<file path="src/rtl/isa_pkg.sv">
// Shared ISA definitions: mnemonic codes, opcode/funct constants and word width.
// Used by the program encoder and the control decoder.
package isa_pkg;

  localparam int WORD_W = 9;

  typedef enum logic [4:0] {
    OP_ADD     = 5'd0,
    OP_SUB     = 5'd1,
    OP_LD      = 5'd2,
    OP_ST      = 5'd3,
    OP_LB      = 5'd4,
    OP_SUBI    = 5'd5,
    OP_ADDI    = 5'd6,
    OP_BEQ     = 5'd7,
    OP_BNE     = 5'd8,
    OP_BLT     = 5'd9,
    OP_BLE     = 5'd10,
    OP_MOVTO   = 5'd11,
    OP_MOVFROM = 5'd12,
    OP_LSL     = 5'd13,
    OP_ASR     = 5'd14,
    OP_LSR     = 5'd15,
    OP_NOT     = 5'd16,
    OP_AND     = 5'd17,
    OP_XOR     = 5'd18,
    OP_RXOR    = 5'd19,
    OP_OR      = 5'd20
  } mnemonic_e;

  localparam logic [2:0] OPC_ALU  = 3'b000;
  localparam logic [2:0] OPC_LB   = 3'b001;
  localparam logic [2:0] OPC_SUBI = 3'b010;
  localparam logic [2:0] OPC_ADDI = 3'b011;
  localparam logic [2:0] OPC_BR   = 3'b100;
  localparam logic [2:0] OPC_MOV  = 3'b101;
  localparam logic [2:0] OPC_SH   = 3'b110;
  localparam logic [2:0] OPC_LOG  = 3'b111;

  localparam logic [1:0] FN_0 = 2'b00;
  localparam logic [1:0] FN_1 = 2'b01;
  localparam logic [1:0] FN_2 = 2'b10;
  localparam logic [1:0] FN_3 = 2'b11;

endpackage

</file>
<file path="src/rtl/instr_pack.sv">
// Combinational packing of instruction fields into a 9-bit word
// {opcode[8:6], funct[5:4], field[3:0]}; flags codes outside the mnemonic set.
module instr_pack
  import isa_pkg::*;
(
  input  logic [4:0]        op,
  input  logic [3:0]        rg,
  input  logic              sel,
  input  logic [4:0]        imm,
  output logic [WORD_W-1:0] word,
  output logic              illegal
);

  always_comb begin
    word    = '0;
    illegal = 1'b0;
    case (op)
      OP_ADD:     word = {OPC_ALU, FN_0, rg};
      OP_SUB:     word = {OPC_ALU, FN_1, rg};
      OP_LD:      word = {OPC_ALU, FN_2, rg};
      OP_ST:      word = {OPC_ALU, FN_3, rg};
      OP_LB:      word = {OPC_LB, imm, sel};
      OP_SUBI:    word = {OPC_SUBI, imm, 1'b0};
      OP_ADDI:    word = {OPC_ADDI, imm, 1'b0};
      OP_BEQ:     word = {OPC_BR, FN_0, rg};
      OP_BNE:     word = {OPC_BR, FN_1, rg};
      OP_BLT:     word = {OPC_BR, FN_2, rg};
      OP_BLE:     word = {OPC_BR, FN_3, rg};
      // bit 5 distinguishes the move direction, bit 4 picks R0/R1
      OP_MOVTO:   word = {OPC_MOV, 1'b0, sel, rg};
      OP_MOVFROM: word = {OPC_MOV, 1'b1, sel, rg};
      OP_LSL:     word = {OPC_SH, FN_0, rg};
      OP_ASR:     word = {OPC_SH, FN_1, rg};
      OP_LSR:     word = {OPC_SH, FN_2, rg};
      OP_NOT:     word = {OPC_SH, FN_3, rg};
      OP_AND:     word = {OPC_LOG, FN_0, rg};
      OP_XOR:     word = {OPC_LOG, FN_1, rg};
      OP_RXOR:    word = {OPC_LOG, FN_2, rg};
      OP_OR:      word = {OPC_LOG, FN_3, rg};
      default:    illegal = 1'b1;
    endcase
  end

endmodule

</file>
<file path="src/rtl/program_encoder.sv">
// Program loader: accepts instruction fields over a valid/ready handshake,
// packs them and writes one word per cycle into instruction memory.
module program_encoder
  import isa_pkg::*;
#(
  parameter int AW = 10
) (
  input  logic              clk,
  input  logic              reset,
  input  logic              start,
  input  logic              finish,
  input  logic              in_valid,
  output logic              in_ready,
  input  logic [4:0]        in_op,
  input  logic [3:0]        in_reg,
  input  logic              in_sel,
  input  logic [4:0]        in_imm,
  output logic              im_we,
  output logic [AW-1:0]     im_addr,
  output logic [WORD_W-1:0] im_wdata,
  output logic [AW:0]       count,
  output logic              busy,
  output logic              done,
  output logic              err
);

  typedef enum logic [2:0] {S_IDLE, S_LOAD, S_DRAIN, S_DONE, S_ERR} state_e;

  localparam logic [AW-1:0] ADDR_ONE = 1;
  localparam logic [AW:0]   CNT_ONE  = 1;

  state_e            state_q, state_d;
  logic [AW-1:0]     addr_q, addr_d;
  logic [AW:0]       count_q, count_d;
  logic              we_q, we_d;
  logic [AW-1:0]     waddr_q, waddr_d;
  logic [WORD_W-1:0] wdata_q, wdata_d;
  logic [WORD_W-1:0] word;
  logic              illegal;
  logic              xfer;
  logic              full;

  instr_pack u_pack (
    .op      (in_op),
    .rg      (in_reg),
    .sel     (in_sel),
    .imm     (in_imm),
    .word    (word),
    .illegal (illegal)
  );

  assign in_ready = (state_q == S_LOAD);
  assign xfer     = in_valid && in_ready;
  // count has one extra bit, so its MSB alone marks 2**AW words written
  assign full     = count_q[AW];
  assign busy     = (state_q == S_LOAD) || (state_q == S_DRAIN);
  assign done     = (state_q == S_DONE);
  assign err      = (state_q == S_ERR);
  assign im_we    = we_q;
  assign im_addr  = waddr_q;
  assign im_wdata = wdata_q;
  assign count    = count_q;

  always_comb begin
    state_d = state_q;
    addr_d  = addr_q;
    count_d = count_q;
    we_d    = 1'b0;
    waddr_d = waddr_q;
    wdata_d = wdata_q;
    case (state_q)
      S_IDLE, S_DONE, S_ERR: begin
        if (start) begin
          state_d = S_LOAD;
          addr_d  = '0;
          count_d = '0;
        end
      end
      S_LOAD: begin
        if (xfer && (illegal || full)) begin
          state_d = S_ERR;
        end else begin
          if (xfer) begin
            we_d    = 1'b1;
            waddr_d = addr_q;
            wdata_d = word;
            addr_d  = addr_q + ADDR_ONE;
            count_d = count_q + CNT_ONE;
          end
          if (finish) state_d = S_DRAIN;
        end
      end
      // the last registered word is on the write port during this cycle
      S_DRAIN: state_d = S_DONE;
      default: state_d = S_IDLE;
    endcase
  end

  always_ff @(posedge clk or posedge reset) begin
    if (reset) begin
      state_q <= S_IDLE;
      addr_q  <= '0;
      count_q <= '0;
      we_q    <= 1'b0;
      waddr_q <= '0;
      wdata_q <= '0;
    end else begin
      state_q <= state_d;
      addr_q  <= addr_d;
      count_q <= count_d;
      we_q    <= we_d;
      waddr_q <= waddr_d;
      wdata_q <= wdata_d;
    end
  end

endmodule

</file>
<file path="config.mk">
export PLATFORM = sky130hd
export DESIGN_NAME = program_encoder
export DESIGN_NICKNAME = d
export VERILOG_FILES = /design/src/rtl/isa_pkg.sv /design/src/rtl/instr_pack.sv /design/src/rtl/program_encoder.sv
export SDC_FILE = /design/constraint.sdc
export NUM_CORES = 1
export LEC_CHECK = 0
export CAP_MARGIN = 30
export CORE_MARGIN = 1.5
export CORE_UTILIZATION = 45
export DETAILED_ROUTE_END_ITERATION = 8
export GPL_TIMING_DRIVEN = 0
export PLACE_DENSITY = 0.79
export SYNTH_ARGS = -nofsm -noshare
export SYNTH_HDL_FRONTEND = slang
export SYNTH_SLANG_ARGS = --single-unit
export TNS_END_PERCENT = 30
</file>
<file path="constraint.sdc">
create_clock -name clk -period 1.9 [get_ports clk]
set_clock_uncertainty 0.2 [all_clocks]
set_input_delay 0.475 -clock clk [delete_from_list [all_inputs] [get_ports clk]]
set_output_delay 0.475 -clock clk [all_outputs]
set_load 0.005 [all_outputs]
</file>
==> flow_summary.yaml <==
synth:
  synth-async-reset-ratio_pct: 100
  synth_top_family_by_area: "simple AND/OR/NAND/NOR gates"
  synth.avg_cell_area_um2: 8.96
  synth_edf_count: 0
  synth_nets: 283
  synth-seq-area-share_pct: 47.1
  synthXorXnorAreaFrac_pct: 0.749
  synth_area_mm2: 0.00234
  synth-seq-cells: 44
  synthMuxAreaShare_pct: 1.28
  synth_compound_area_share_pct: 19.5
  ys.flop_type: "dfrtp_1"
  synthDistinctLibCells: 47
  yosys.area_share.adder_pct: 1.50
  yosys_warnings: 0
  yosys.area_share.simple_pct: 25.6
  synth_cells: 261
sta:
  tightestPinTransition_ns: 0.529
  timing.hold.ws_ns: 0.250
  fin_ws_ns: -0.181
  setup_viol_count_final: 42
  fin_crit_sh_pct: 110
  fmax_mhz: 481
  fin_crit_ns: 2.08
  fin_tns_setup_ns: -3.81
  drv_slew: 0
  hold_violations: 0
  rsz0062_at_grt: "yes"
  maxSlewHeadroom_pct: 64.7
route:
  drc: 0
  antenna_left: 0
  drt-total-wl_um: 6440
  wl_met1_um: 2710
  met3_length_um: 274
  vias: 2332
  first_iter_violations: 117
  wl_per_cell_um: 15.6
  wl_met2_um: 3340
  top_layer: "met4"
  firstDrtPassIters: 4
  via_per_inst: 5.65
floorplanning:
  die-area_mm2: 0.00564
  die_y_um: 75.1
  design.portCount: 55
  rows: 26
  start_util_pct: 46.1
  core_mm2: 0.00507
  die_w_um: 75.1
min_path:
  holdCritPathClass: "input port to asynchronous set/reset pin"
layout:
  layout-drive-gt1-share_pct: 22.2
  n_antenna_cell: 0
  utilization_pct: 68.4
  synthToLayoutAreaGrowth_pct: 48.3
  finalInstanceArea_mm2: 0.00347
  final_nets: 364
  nFillCells: 414
  final_cell_mix: "45 x nand2_1, 40 x dfrtp_1, 34 x clkdlybuf4s50_1, 20 x a21oi_1, 15 x nand3_1"
  instances_no_fill: 413
  final_common_cell: "nand2_1"
global_routing:
  antenna_found_initial: 0
  grt_pass1_vias: 2093
  track_usage_pct: 23.5
  grt_max_degree: 31
  overflow: 0
  grt_pass1_wl_um: 9910
setup_path:
  crit_path_end_kind: "register"
  worstSetupPathType: "register to register"
  critPathMaxFanout: 7
  critPathArrivalTime_ns: 2.11
  required_ns: 1.93
  startpoint_type: "register"
placed_design:
  port-buffer-count: 52
  placed_area_mm2: 0.00299
  hpwl_um: 4090
  place_ws_ns: -0.804
  dp_cells: 384
  routabilityCongestion: 0.817
clocking:
  clk_pin_slew_worst_paths_ns: 0.09
  clk_path_buf_depth: 2
  holdBufCountCts: 0
  clk_latency_ns: 0.30
  cts_buffers: 5
  clock_sinks: 44
  cts_htree_levels: 2
  cts_root_buffer: "clkbuf_8"
  cts_tree: "done"
outcome:
  violations: "setup timing"
  outcome: "finished, violations left"
run:
  cap_violations: 0
power_and_ir_drop:
  power_mw: 3.55
  peakVddDrop_uv: 761
  cellLeakagePower_nw: 1.56
  pwr_density_cell_mw_per_mm2: 1020
[routing by layer]
layer / vias to the layer above / global-route usage (%)
li1: 1110 / -
met1: 1144 / 29.7
met2: 66 / 39.8
met3: 12 / 5.76
met4: 0 / 6.87
met5: - / 0
[synthesized netlist by cell type, types with 2 or more instances]
cell      count  area [um^2]
nand2_1      47          176
dfrtp_1      44         1100
a21oi_1      24          120
nand3_1      15         75.1
nor2_1       14         52.6
clkbuf_1     11         41.3
o21ai_0      11         55.1
o31ai_1      11         82.6
inv_1         8         30.0
or4_1         8         60.1
nand2b_1      5         31.3
or3_1         5         31.3
nand4_1       4         25.0
a21o_1        3         22.5
a31oi_1       3         18.8
buf_2         3         15.0
mux2i_1       3         30.0
nor2b_1       3         18.8
o21a_1        3         22.5
o22a_1        3         26.3
and2_1        2         12.5
and4_1        2         17.5
ha_1          2         25.0
o211ai_1      2         15.0
o311ai_0      2         17.5
xnor2_1       2         17.5
[layout make-up]
| type | instances | area (um^2) | area share [%] |
|---|---|---|---|
| inverters | 9 | 46.3 | 1.33 |
| plain buffers | 15 | 125 | 3.61 |
| multi-input cells | 193 | 1250 | 36.1 |
| well taps | 70 | 87.6 | 2.52 |
| clock inverters | 1 | 30.0 | 0.865 |
| repair buffers | 74 | 727 | 21.0 |
| flip-flops and latches | 44 | 1110 | 31.9 |
| clock buffers | 7 | 96.3 | 2.78 |
[final timing paths]
check                      cells after the start         end  slack [ns]       start
max                                            7   addr_q[5]       -0.18  state_q[2]
min                                            2  im_addr[3]        0.25       reset
max reg2reg                                    7   addr_q[5]       -0.18  state_q[2]
min reg2reg                                    2  im_addr[6]        0.28  im_addr[6]
max in group asynchronous                      3  state_q[1]        0.77       reset
min in group clk                               2  im_addr[6]        0.28  im_addr[6]
[kinds of logic after synthesis]
family / Yosys count
AO/OA/AOI/OAI: 71
XOR/XNOR: 2
adder cells (fa/ha/maj): 3
buffers and inverters: 24
flip-flops: 44
multiplexers: 3
AND/OR/NAND/NOR: 114
[report_power, final]
part	internal (mW)	switching, mW
sequential	1.12	0.153
clock	0.464	0.329
combinational	0.828	0.663
total	2.41	1.15
[sequential cells by signal, summed over array words and instances, names as in the netlist]
signal and count:
addr_q 10, count 11, im_addr 10, im_wdata 9, im_we 1, state_q 3
[critical path, cell delays in order (launching register included)]
cell	delay, ns
dfrtp_2	0.44
buf_6	0.13
nor3b_4	0.22
buf_6	0.14
nand4_4	0.14
buf_6	0.19
or4_1	0.40
a21oi_1	0.15
[timing repair]
item,4_1_cts,5_1_grt
setup endpoints to repair,53,45
buffers inserted,13,5
resized for setup,49,38
cloned,2,1
pin swaps,6,13
No activity file was read; power rests on OpenSTA's default activity.
==> patch 1: new RTL, same settings <==
Encoding of `state_e`: now one-hot (5 bits for 5 states).
--- a/src/rtl/program_encoder.sv
+++ b/src/rtl/program_encoder.sv
@@ -26,3 +26,3 @@
 
-  typedef enum logic [2:0] {S_IDLE, S_LOAD, S_DRAIN, S_DONE, S_ERR} state_e;
+  typedef enum logic [4:0] {S_IDLE = 5'b00001, S_LOAD = 5'b00010, S_DRAIN = 5'b00100, S_DONE = 5'b01000, S_ERR = 5'b10000} state_e;
 
Formal check against the unedited RTL: no difference found for any inputs over 4 cycles, from zero or initial values and one cycle with reset high; so few cycles prove little.
==> patch 1 against the unedited design <==
The run still ends with negative setup slack left. Sequential cell count grew 2. Sequential share of layout area decreased by 1.2 points. Final area rose by 8.8%. Setup slack worse by 0.21 ns. Critical path depth shrank 1. Power up 0.11%. Wire length grew 12%. Area after synthesis grew 7.3%. Largest power group unchanged. Highest routed layer unchanged.
==> patch 1: results (changes against the unedited design) <==
status: "finished with violations"
violations: "negative setup slack"
buffer_area_frac: 0.249  # +0.00293
wl_mm: 7.19  # +12%
num-multi-input-gates: 186  # -3.6%
clk-power_w: 0.000571  # -28%
viasPerCell: 5.85  # +3.7%
clkSinkCount: 46  # +4.5%
synth_fa_ha_area_frac: 0.0140  # -0.00102
dp_hpwl_mm: 4.46  # +9.0%
setup_viol: 45  # +7.1%
timing.final.ws_setup_ns: -0.390  # -0.209 ns
ff_latch_area_sq_um: 1160  # +4.8%
port-buffer-count: 54  # +3.8%
n_all_inverters: 8  # -1
peakVddDrop_uv: 553  # -27%
wl_met2_mm: 3.53  # +5.7%
muxShareOfSynthArea: 0.109  # +0.0958
crit_path_end: "addr_q[6]"
leakagePower_nw: 1.72  # +10%
synth_xor_area_frac: 0.00698  # -0.000508
met2_usage: 0.403  # +0.00438
drt_iter0_markers: 161  # +38%
placement.cell_area_sq_um: 3240  # +8.6%
met3_wirelength_um: 495  # +81%
ys_seq_area_frac: 0.459  # -0.0115
grt_pass1_vias: 2353  # +12%
tns_ns: -13.00  # -9.19 ns
[patch 1: changes by cell type in the layout (fill, tap and decap cells not counted), moves of 6 or more]
cell,change
a21oi_1,-11
a31oi_1,+8
and3_1,+6
mux2i_1,+13
nand2_1,-30
nand3_1,-6
o21ai_0,+7
o21bai_1,+9
[patch 1: timing repair]
item | CTS | global route
gates cloned | 1 | 0
pin swaps | 10 | 8
endpoints found under the setup margin | 55 | 52
buffers inserted | 20 | 5
resized for setup | 66 | 22
[patch 1: per-stage QoR]
step                worst slack (ns)  power (W)  hold slack [ns]  cells
floorplan                     -0.305    0.00195            0.263    255
global placement               -1.27    0.00247            0.282    381
detailed placement             -1.29    0.00250            0.298    382
CTS                           -0.364    0.00332            0.278    409
global route                  -0.437    0.00375            0.322    414
finish                        -0.390    0.00356            0.262    414
[patch 1: critical path, stage by stage, from the launching register on]
cell,delay [ns]
dfstp_2,0.39
or3_1,0.38
buf_6,0.15
or3_4,0.34
buf_6,0.15
or4_4,0.47
a21oi_2,0.13
==> patch 2: new RTL, config.mk and constraints unchanged <==
Without the edit above. `AW`: 10 -> 11.
--- a/src/rtl/program_encoder.sv
+++ b/src/rtl/program_encoder.sv
@@ -5,3 +5,3 @@
 #(
-  parameter int AW = 10
+  parameter int AW = 11
 ) (
Ports: changed (resized count and im_addr); port bits go from 55 to 57. The function was not compared with the original's and may differ.
==> patch 2 against the unedited design <==
Sequential cell count rose by 3. Largest power group unchanged. Setup slack worse by 0.018 ns. The flow still finishes with violations (negative setup slack). Area after synthesis grew 7.8%. Die area up 7.4%. Wire length increased by 0.64%. Power is 1.7% lower. First-iteration DRC count is 23% higher. Final area is 2.1% higher.
==> patch 2: results (changes against the unedited design) <==
htree_levels: 2  # unchanged
wl_met2_mm: 3.30  # -1.1%
grt_use_met3: 0.0376  # -0.0199
routed-via-count: 2386  # +2.3%
synth_fp_nets: 295  # +4.2%
peakVddDrop_uv: 732  # -3.9%
largest_register_ffs: 12  # +1
dp.cells: 401  # +4.4%
grt_pass1_wl_mm: 10.8  # +9.3%
viasPerCell: 5.63  # -0.34%
root_buffer: "clkbuf_8"
combinationalPowerShare: 0.400  # -0.020
switching_power_w: 0.00118  # +3.1%
cts_buffer_depth: 2  # unchanged
drt-pass1-iter-count: 4  # unchanged
drive_gt1_frac: 0.227  # +0.00570
layout.nets: 373  # +2.5%
cp_max_fo: 6  # -1
drt_iter0_markers: 144  # +23%
synthTopCellsByCount: "nand2_1 (50), dfrtp_1 (47), a21oi_1 (25), o21ai_0 (20), nor2_1 (14)"
yosysWarnings: 0  # unchanged
timing.final.ws_setup_ns: -0.199  # -0.0182 ns
wl_mm: 6.48  # +0.64%
syn-instance-count: 273  # +4.6%
wl_met1_mm: 2.77  # +2.1%
n_fill_cell: 465  # +12%
tns_ns: -1.72  # +2.08 ns
grt_max_degree: 38  # +23%
worstPathArrival_ns: 2.13  # +0.02 ns
cts.reportedPaths.clkPinSlew_ns: 0.09  # about the same
gr-usage-all-layers: 0.222  # -0.0124
dp_hpwl_mm: 4.26  # +4.2%
worstMarginPinSlew_ns: 0.437  # -0.0921 ns
met2_usage: 0.382  # -0.0165
placement.cell_area_sq_um: 3180  # +6.5%
met3_wirelength_um: 362  # +32%
postCtsSetupRepairBufs: 11  # -2
p_seq_frac: 0.381  # +0.024
place_ws_ns: -0.695  # +0.109 ns
startpoint: "state_q[1]"
cp_slowest_cell: "dfrtp_1"
r2r_end: "count[6]"
synth_cell_types: 53  # +13%
ys_seq_area_frac: 0.467  # -0.00409
power_density_nw_per_um2: 987  # -3.6%
synth_top_cells_by_area: "dfrtp_1 (47%), nand2_1 (7.4%), a21oi_1 (5.0%), o21ai_0 (4.0%), nor2_1 (2.1%)"
post_cts_resized: 69  # +41%
setup_viol: 27  # -36%
port-buffer-count: 55  # +5.8%
violations: "negative setup slack"
p_sw_frac: 0.338  # +0.0155
gp_congestion: 0.885  # +8.3%
status: "finished with violations"
leakagePower_nw: 1.59  # +2.1%
hold_ws_ns: 0.217  # -0.0335 ns
reg2regPathDepth: 6  # -1
grt_pass1_vias: 2303  # +10%
grtUsageMet1: 0.287  # -0.00994
==> patch 2: cell count changes in the layout (fill, tap and decap cells not counted), moves of 3 or more <==
cell and delta:
o21ai_1 +6, nor2b_1 +4, o21ai_0 +3, a21o_1 -3
nand3_1 -5, nand2_1 +5, nand2b_1 -5, clkbuf_8 -4
a21oi_2 +3
==> patch 2: layout make-up <==
class                           instances  share of cell area
Timing Repair Buffer                   73               0.194
Clock buffer                            5              0.0194
Inverter                                7             0.00813
Sequential cell                        47               0.334
Buffer                                 13              0.0286
Clock inverter                          3              0.0134
Tap cell                               72              0.0254
Multi-Input combinational cell        204               0.377
==> patch 2: cell families (layout without fill, tap and decap cells) <==
logic type	after synthesis	after routing	synth area share
multiplexers	2	2	0.00794
buffers and inverters	22	101	0.0461
XOR/XNOR	4	4	0.0139
AO/OA/AOI/OAI	74	74	0.189
AND/OR/NAND/NOR	121	121	0.263
adder cells (fa/ha/maj)	3	3	0.0139
flip-flops	47	47	0.467
